--- src/rtl/clk_div_ratio_ctrl.sv ---
// clk_div_ratio_ctrl: validates ratio requests and applies them on divider period boundaries
module clk_div_ratio_ctrl #(
  parameter int unsigned RATIO_W       = 8,
  parameter int unsigned DEFAULT_RATIO = 2,
  parameter int unsigned MAX_RATIO     = 255
) (
  input  logic               i_clk,
  input  logic               i_rst_n,
  input  logic               i_req_valid,
  input  logic [RATIO_W-1:0] i_req_ratio,
  output logic               o_req_ready,
  output logic [RATIO_W-1:0] o_div_ratio,
  output logic               o_div_en,
  output logic               o_update,
  output logic               o_err,
  output logic [RATIO_W-1:0] o_phase
);
  typedef enum logic {IDLE, PEND} state_t;
  localparam logic [RATIO_W-1:0] L_DEF = RATIO_W'(DEFAULT_RATIO);
  localparam logic [RATIO_W-1:0] L_ONE = RATIO_W'(1);
  state_t             r_state;
  logic [RATIO_W-1:0] r_ratio;
  logic [RATIO_W-1:0] r_pending;
  logic [RATIO_W-1:0] r_phase;
  logic               r_en;
  logic               r_update;
  logic               r_err;
  logic               w_boundary;
  logic               w_bad;
  // boundary mirrors the divider's wrap condition; bad flags out-of-range requests
  assign w_boundary = r_phase == r_ratio - L_ONE;
  assign w_bad      = (i_req_ratio == '0) || (32'(i_req_ratio) > 32'(MAX_RATIO));
  // shadow counter, request acceptance and boundary-aligned ratio switch
  always_ff @(posedge i_clk or negedge i_rst_n) begin
    if (!i_rst_n) begin
      r_state   <= IDLE;
      r_pending <= '0;
      r_ratio   <= L_DEF;
      r_en      <= (DEFAULT_RATIO != 1);
      r_phase   <= '0;
      r_update  <= 1'b0;
      r_err     <= 1'b0;
    end else begin
      r_update <= 1'b0;
      r_err    <= 1'b0;
      r_phase  <= w_boundary ? '0 : r_phase + L_ONE;
      if (r_state == IDLE) begin
        if (i_req_valid && w_bad)
          r_err <= 1'b1;
        else if (i_req_valid && i_req_ratio != r_ratio) begin
          r_pending <= i_req_ratio;
          r_state   <= PEND;
        end
      end else if (w_boundary) begin
        r_ratio  <= r_pending;
        r_en     <= r_pending != L_ONE;
        r_update <= 1'b1;
        r_state  <= IDLE;
      end
    end
  end
  assign o_req_ready = r_state == IDLE;
  assign o_div_ratio = r_ratio;
  assign o_div_en    = r_en;
  assign o_update    = r_update;
  assign o_err       = r_err;
  assign o_phase     = r_phase;
endmodule

--- config.mk ---
export PLATFORM = sky130hd
export DESIGN_NAME = clk_div_ratio_ctrl
export DESIGN_NICKNAME = d
export VERILOG_FILES = /design/src/rtl/clk_div_ratio_ctrl.sv
export SDC_FILE = /design/constraint.sdc
export NUM_CORES = 1
export LEC_CHECK = 0
export BUFFER_PORTS_ARGS = -buffer_cell sky130_fd_sc_hd__buf_4
export CAP_MARGIN = 20
export CORE_UTILIZATION = 53
export DETAILED_ROUTE_END_ITERATION = 10
export GPL_ROUTABILITY_DRIVEN = 0
export GPL_TIMING_DRIVEN = 0
export PLACE_DENSITY = 0.87
export SYNTH_ARGS = -nofsm -noshare
export SYNTH_HDL_FRONTEND = slang
export SYNTH_SLANG_ARGS = --single-unit
--- constraint.sdc ---
create_clock -name i_clk -period 3.22 [get_ports i_clk]
set_clock_uncertainty 0.1 [all_clocks]
set_input_delay 0 -clock i_clk [delete_from_list [all_inputs] [get_ports i_clk]]
set_output_delay 0 -clock i_clk [all_outputs]
set_load 0.05 [all_outputs]
==> qor.txt <==
================================================================================
Syn nets ..........................................................          140
Post-route fraction of the period consumed by the critical path ...        94.9%
Category of the worst setup path capture point ....................    flip-flop
Headroom to the max-slew limit ....................................        35.1%
Crit path required time ...........................................      3300 ps
Antenna-violating nets left .......................................            0
Via count of the routed design ....................................         1150
Synthesis-to-layout area growth ...................................        28.5%
Fraction of layout cells with a size suffix above 1 ...............        33.7%
Count of different cell masters after synthesis ...................           37
R2r worst-path depth ..............................................            6
Antenna diode count ...............................................            0
Placed Cells incl. Taps ...........................................          187
Vias in the first global route ....................................         1109
Placeable Area ....................................................     2570 µm²
Library cell used as clock root buffer ............................ sky130_fd_sc_hd__clkbuf_4
Clock latency reported for the late side of the worst-skew pair ...       330 ps
Maximum number of pins on one net before global-route repair ......           29
Setup TNS .........................................................         0 ps
Final count of hold timing violations .............................            7
Cells resized by post-CTS repair ..................................            0
Number of antenna violations at the first check in global routing .            0
Achievable frequency ..............................................    0.327 GHz
Violated checks ...................................................  hold timing
Non-filler cells, final ...........................................          202
CTS tree ..........................................................          yes
Number of port buffers ............................................           30
Worst slack, placed ...............................................       210 ps
Warnings from Yosys ...............................................            0
Register area share after synthesis ...............................        47.1%
Final worst hold slack ............................................     -7.69 ps
Remaining global-route overflow ...................................            0
Delay-heaviest family, CP ......................................... simple AND/OR/NAND/NOR gates
Longest Clk Path Bufs .............................................            2
Category of the most critical setup path ..........................      reg2reg
DR DRC count ......................................................            0
Number of max-cap violations ......................................            0
Half-perimeter wire length of the detailed placement result .......      2.24 mm
Total wirelength of the detailed-routed design ....................      3.27 mm
Outcome ........................................................... finished, violations left
Worst setup path startpoint ....................................... o_div_ratio[0]$_DFFE_PN0P_
Number of nets in the finished design .............................          186
Max IR drop VDD ...................................................       294 µV
Setup slack, reg-to-reg ...........................................       170 ps
Number of setup violations in the final report ....................            0
Average detailed-routed wire length per instance ..................      16.2 µm
Number of flip-flops and latches in the synthesized netlist .......           28
Transition at the pin with the smallest max-transition slack ......       966 ps
DR iter-0 viols ...................................................           31
R2r endpoint ...................................................... r_state$_DFF_PN0_
First-pass GRT wire length ........................................      5.22 mm
Floorplan row count ...............................................           18
Pins Over Slew Limit ..............................................            0
TritonRoute pass-1 iters ..........................................            4
Full die area .....................................................     3030 µm²
Instance count of the mapped netlist ..............................          127
Number of I/O pins ................................................           31
Crit path DAT .....................................................      3130 ps
Static leakage power ..............................................     0.924 nW
Post-route minimum period .........................................      3050 ps
Number of buffers created by CTS ..................................            3
Clock transition at the registers of the reported paths ...........       150 ps
Top FF cell, synth ................................................ sky130_fd_sc_hd__dfrtp_1
Initial standard-cell utilization of the core .....................        58.1%
Post-route worst setup slack ......................................       166 ps
Die Height ........................................................      55.1 µm
Share of async-settable or async-resettable flops after synthesis .         100%
Horizontal die dimension ..........................................      55.1 µm
GRT Overall Usage .................................................        25.2%
Min-delay worst type ..............................................     in2async
H-tree depth ......................................................            1
Maximum fanout count along the critical path ......................            9
Routed vias/inst ..................................................         5.69
Cell breakdown of the critical path ............................... or4_1 > or4_1 > o311ai_1 > a21oi_2 > nor3_1 > o21ai_0
Buffer and inverter count on the worst path .......................            0
Sort of element at the start of the critical path .................    flip-flop
Most Frequent Cell on Critical Path ............................... sky130_fd_sc_hd__or4_1
Clock sinks .......................................................           28
Synth Area per Inst ...............................................     11.8 µm²
Launch instance of the worst register-to-register path ............ o_div_ratio[0]$_DFFE_PN0P_
Slowest cell on crit path ......................................... sky130_fd_sc_hd__nor3_1
Slowest stage delay, CP ...........................................       800 ps
Number of enable-type register cells in the synthesized netlist ...            0
RSZ-0062 raised after global routing ..............................           no
Mapped cell area ..................................................     1490 µm²
Power density of the placed cells .................................   323 nW/µm²
================================================================================
-- how the worst max path moves through the flow --
stage               slack [ps]  cells past startpoint                    endpoint
finish                     170                      6           r_state$_DFF_PN0_
global route                20                      6           r_state$_DFF_PN0_
CTS                        160                      6           r_state$_DFF_PN0_
detailed placement         210                      7  o_div_ratio[5]$_DFFE_PN0P_
global placement           250                      7  o_div_ratio[4]$_DFFE_PN0P_
floorplan                  140                      7  o_div_ratio[0]$_DFFE_PN0P_
-- cell usage after synthesis, types with 2 or more instances --
| library cell | n | area (µm²) |
|---|---|---|
| sky130_fd_sc_hd__nand4_1 | 3 | 18.8 |
| sky130_fd_sc_hd__nand2b_1 | 2 | 12.5 |
| sky130_fd_sc_hd__nor4_1 | 4 | 25.0 |
| sky130_fd_sc_hd__or4_1 | 2 | 15.0 |
| sky130_fd_sc_hd__dfstp_2 | 2 | 52.6 |
| sky130_fd_sc_hd__ha_1 | 2 | 25.0 |
| sky130_fd_sc_hd__mux2_2 | 8 | 90.1 |
| sky130_fd_sc_hd__nor2_1 | 10 | 37.5 |
| sky130_fd_sc_hd__nor3b_1 | 2 | 15.0 |
| sky130_fd_sc_hd__xnor2_1 | 13 | 114 |
| sky130_fd_sc_hd__xor2_1 | 9 | 78.8 |
| sky130_fd_sc_hd__and3_1 | 2 | 12.5 |
| sky130_fd_sc_hd__inv_1 | 3 | 11.3 |
| sky130_fd_sc_hd__mux2_4 | 9 | 135 |
| sky130_fd_sc_hd__nand2_1 | 3 | 11.3 |
| sky130_fd_sc_hd__nand3_1 | 5 | 25.0 |
| sky130_fd_sc_hd__nor3_1 | 2 | 10.0 |
| sky130_fd_sc_hd__clkbuf_1 | 2 | 7.51 |
| sky130_fd_sc_hd__dfrtp_1 | 26 | 651 |
-- placed cells by master, fill, tap and decap left out, types with 4 or more instances in the layout --
cell type	n
sky130_fd_sc_hd__buf_4	31
sky130_fd_sc_hd__dfrtp_1	26
sky130_fd_sc_hd__nor2_1	10
sky130_fd_sc_hd__xnor2_1	13
sky130_fd_sc_hd__nor4_1	4
sky130_fd_sc_hd__mux2_4	9
sky130_fd_sc_hd__nand3_1	5
sky130_fd_sc_hd__dlygate4sd3_1	11
sky130_fd_sc_hd__mux2_2	8
sky130_fd_sc_hd__xor2_1	9
-- sequential cells by signal, indices dropped and copies added (netlist names) --
signal       count
r_state          1
o_update         1
o_div_ratio      8
o_phase          8
r_pending        8
o_err            1
o_div_en         1
-- metal layers --
metal | vias to the layer above | GRT usage [%] | wire, µm
met3 | 9 | 3.01 | 95
met4 | 0 | 10.0 | 75
li1 | 541 | - | -
met5 | - | 0 | 0
met2 | 27 | 41.4 | 1590
met1 | 573 | 33.6 | 1510
-- kinds of logic after synthesis --
group	count (synthesis)	share of synthesized area, %
AOI/OAI and AO/OA	8	4.02
xor gates and xnor gates	22	12.9
adders and majority gates	2	1.68
buffers and inverters	7	2.51
DFF	28	47.1
muxes	17	15.1
and+or+nand+nor	43	16.7
-- report_power, final --
| part | switching [mW] | internal (mW) |
|---|---|---|
| combinational | 0.0171 | 0.0199 |
| sequential | 0 | 0.352 |
| clock | 0.104 | 0.126 |
| total | 0.121 | 0.498 |
-- through the flow --
stage	power, mW	utilization, %	instance area [µm²]
finish	0.619	74.7	1920
floorplan	0.364	-	1490
global route	0.641	74.7	1920
CTS	0.623	74.7	1920
global placement	0.384	68.4	1760
detailed placement	0.385	68.4	1760
-- timing repair --
item,CTS,global route
hold buffers,11,0
endpoints found under the hold margin,37,0
buffers inserted,0,0
-- layout make-up --
type / instances / area (µm²)
well taps: 30 / 37.5
clock buffers: 3 / 22.5
clock inverters: 1 / 30.0
repair buffers: 41 / 335
flip-flops and latches: 28 / 703
multi-input cells: 92 / 752
plain buffers: 4 / 26.3
inverters: 3 / 11.3
fillers: 172 / 649
Power figures use the tool's default switching activity.
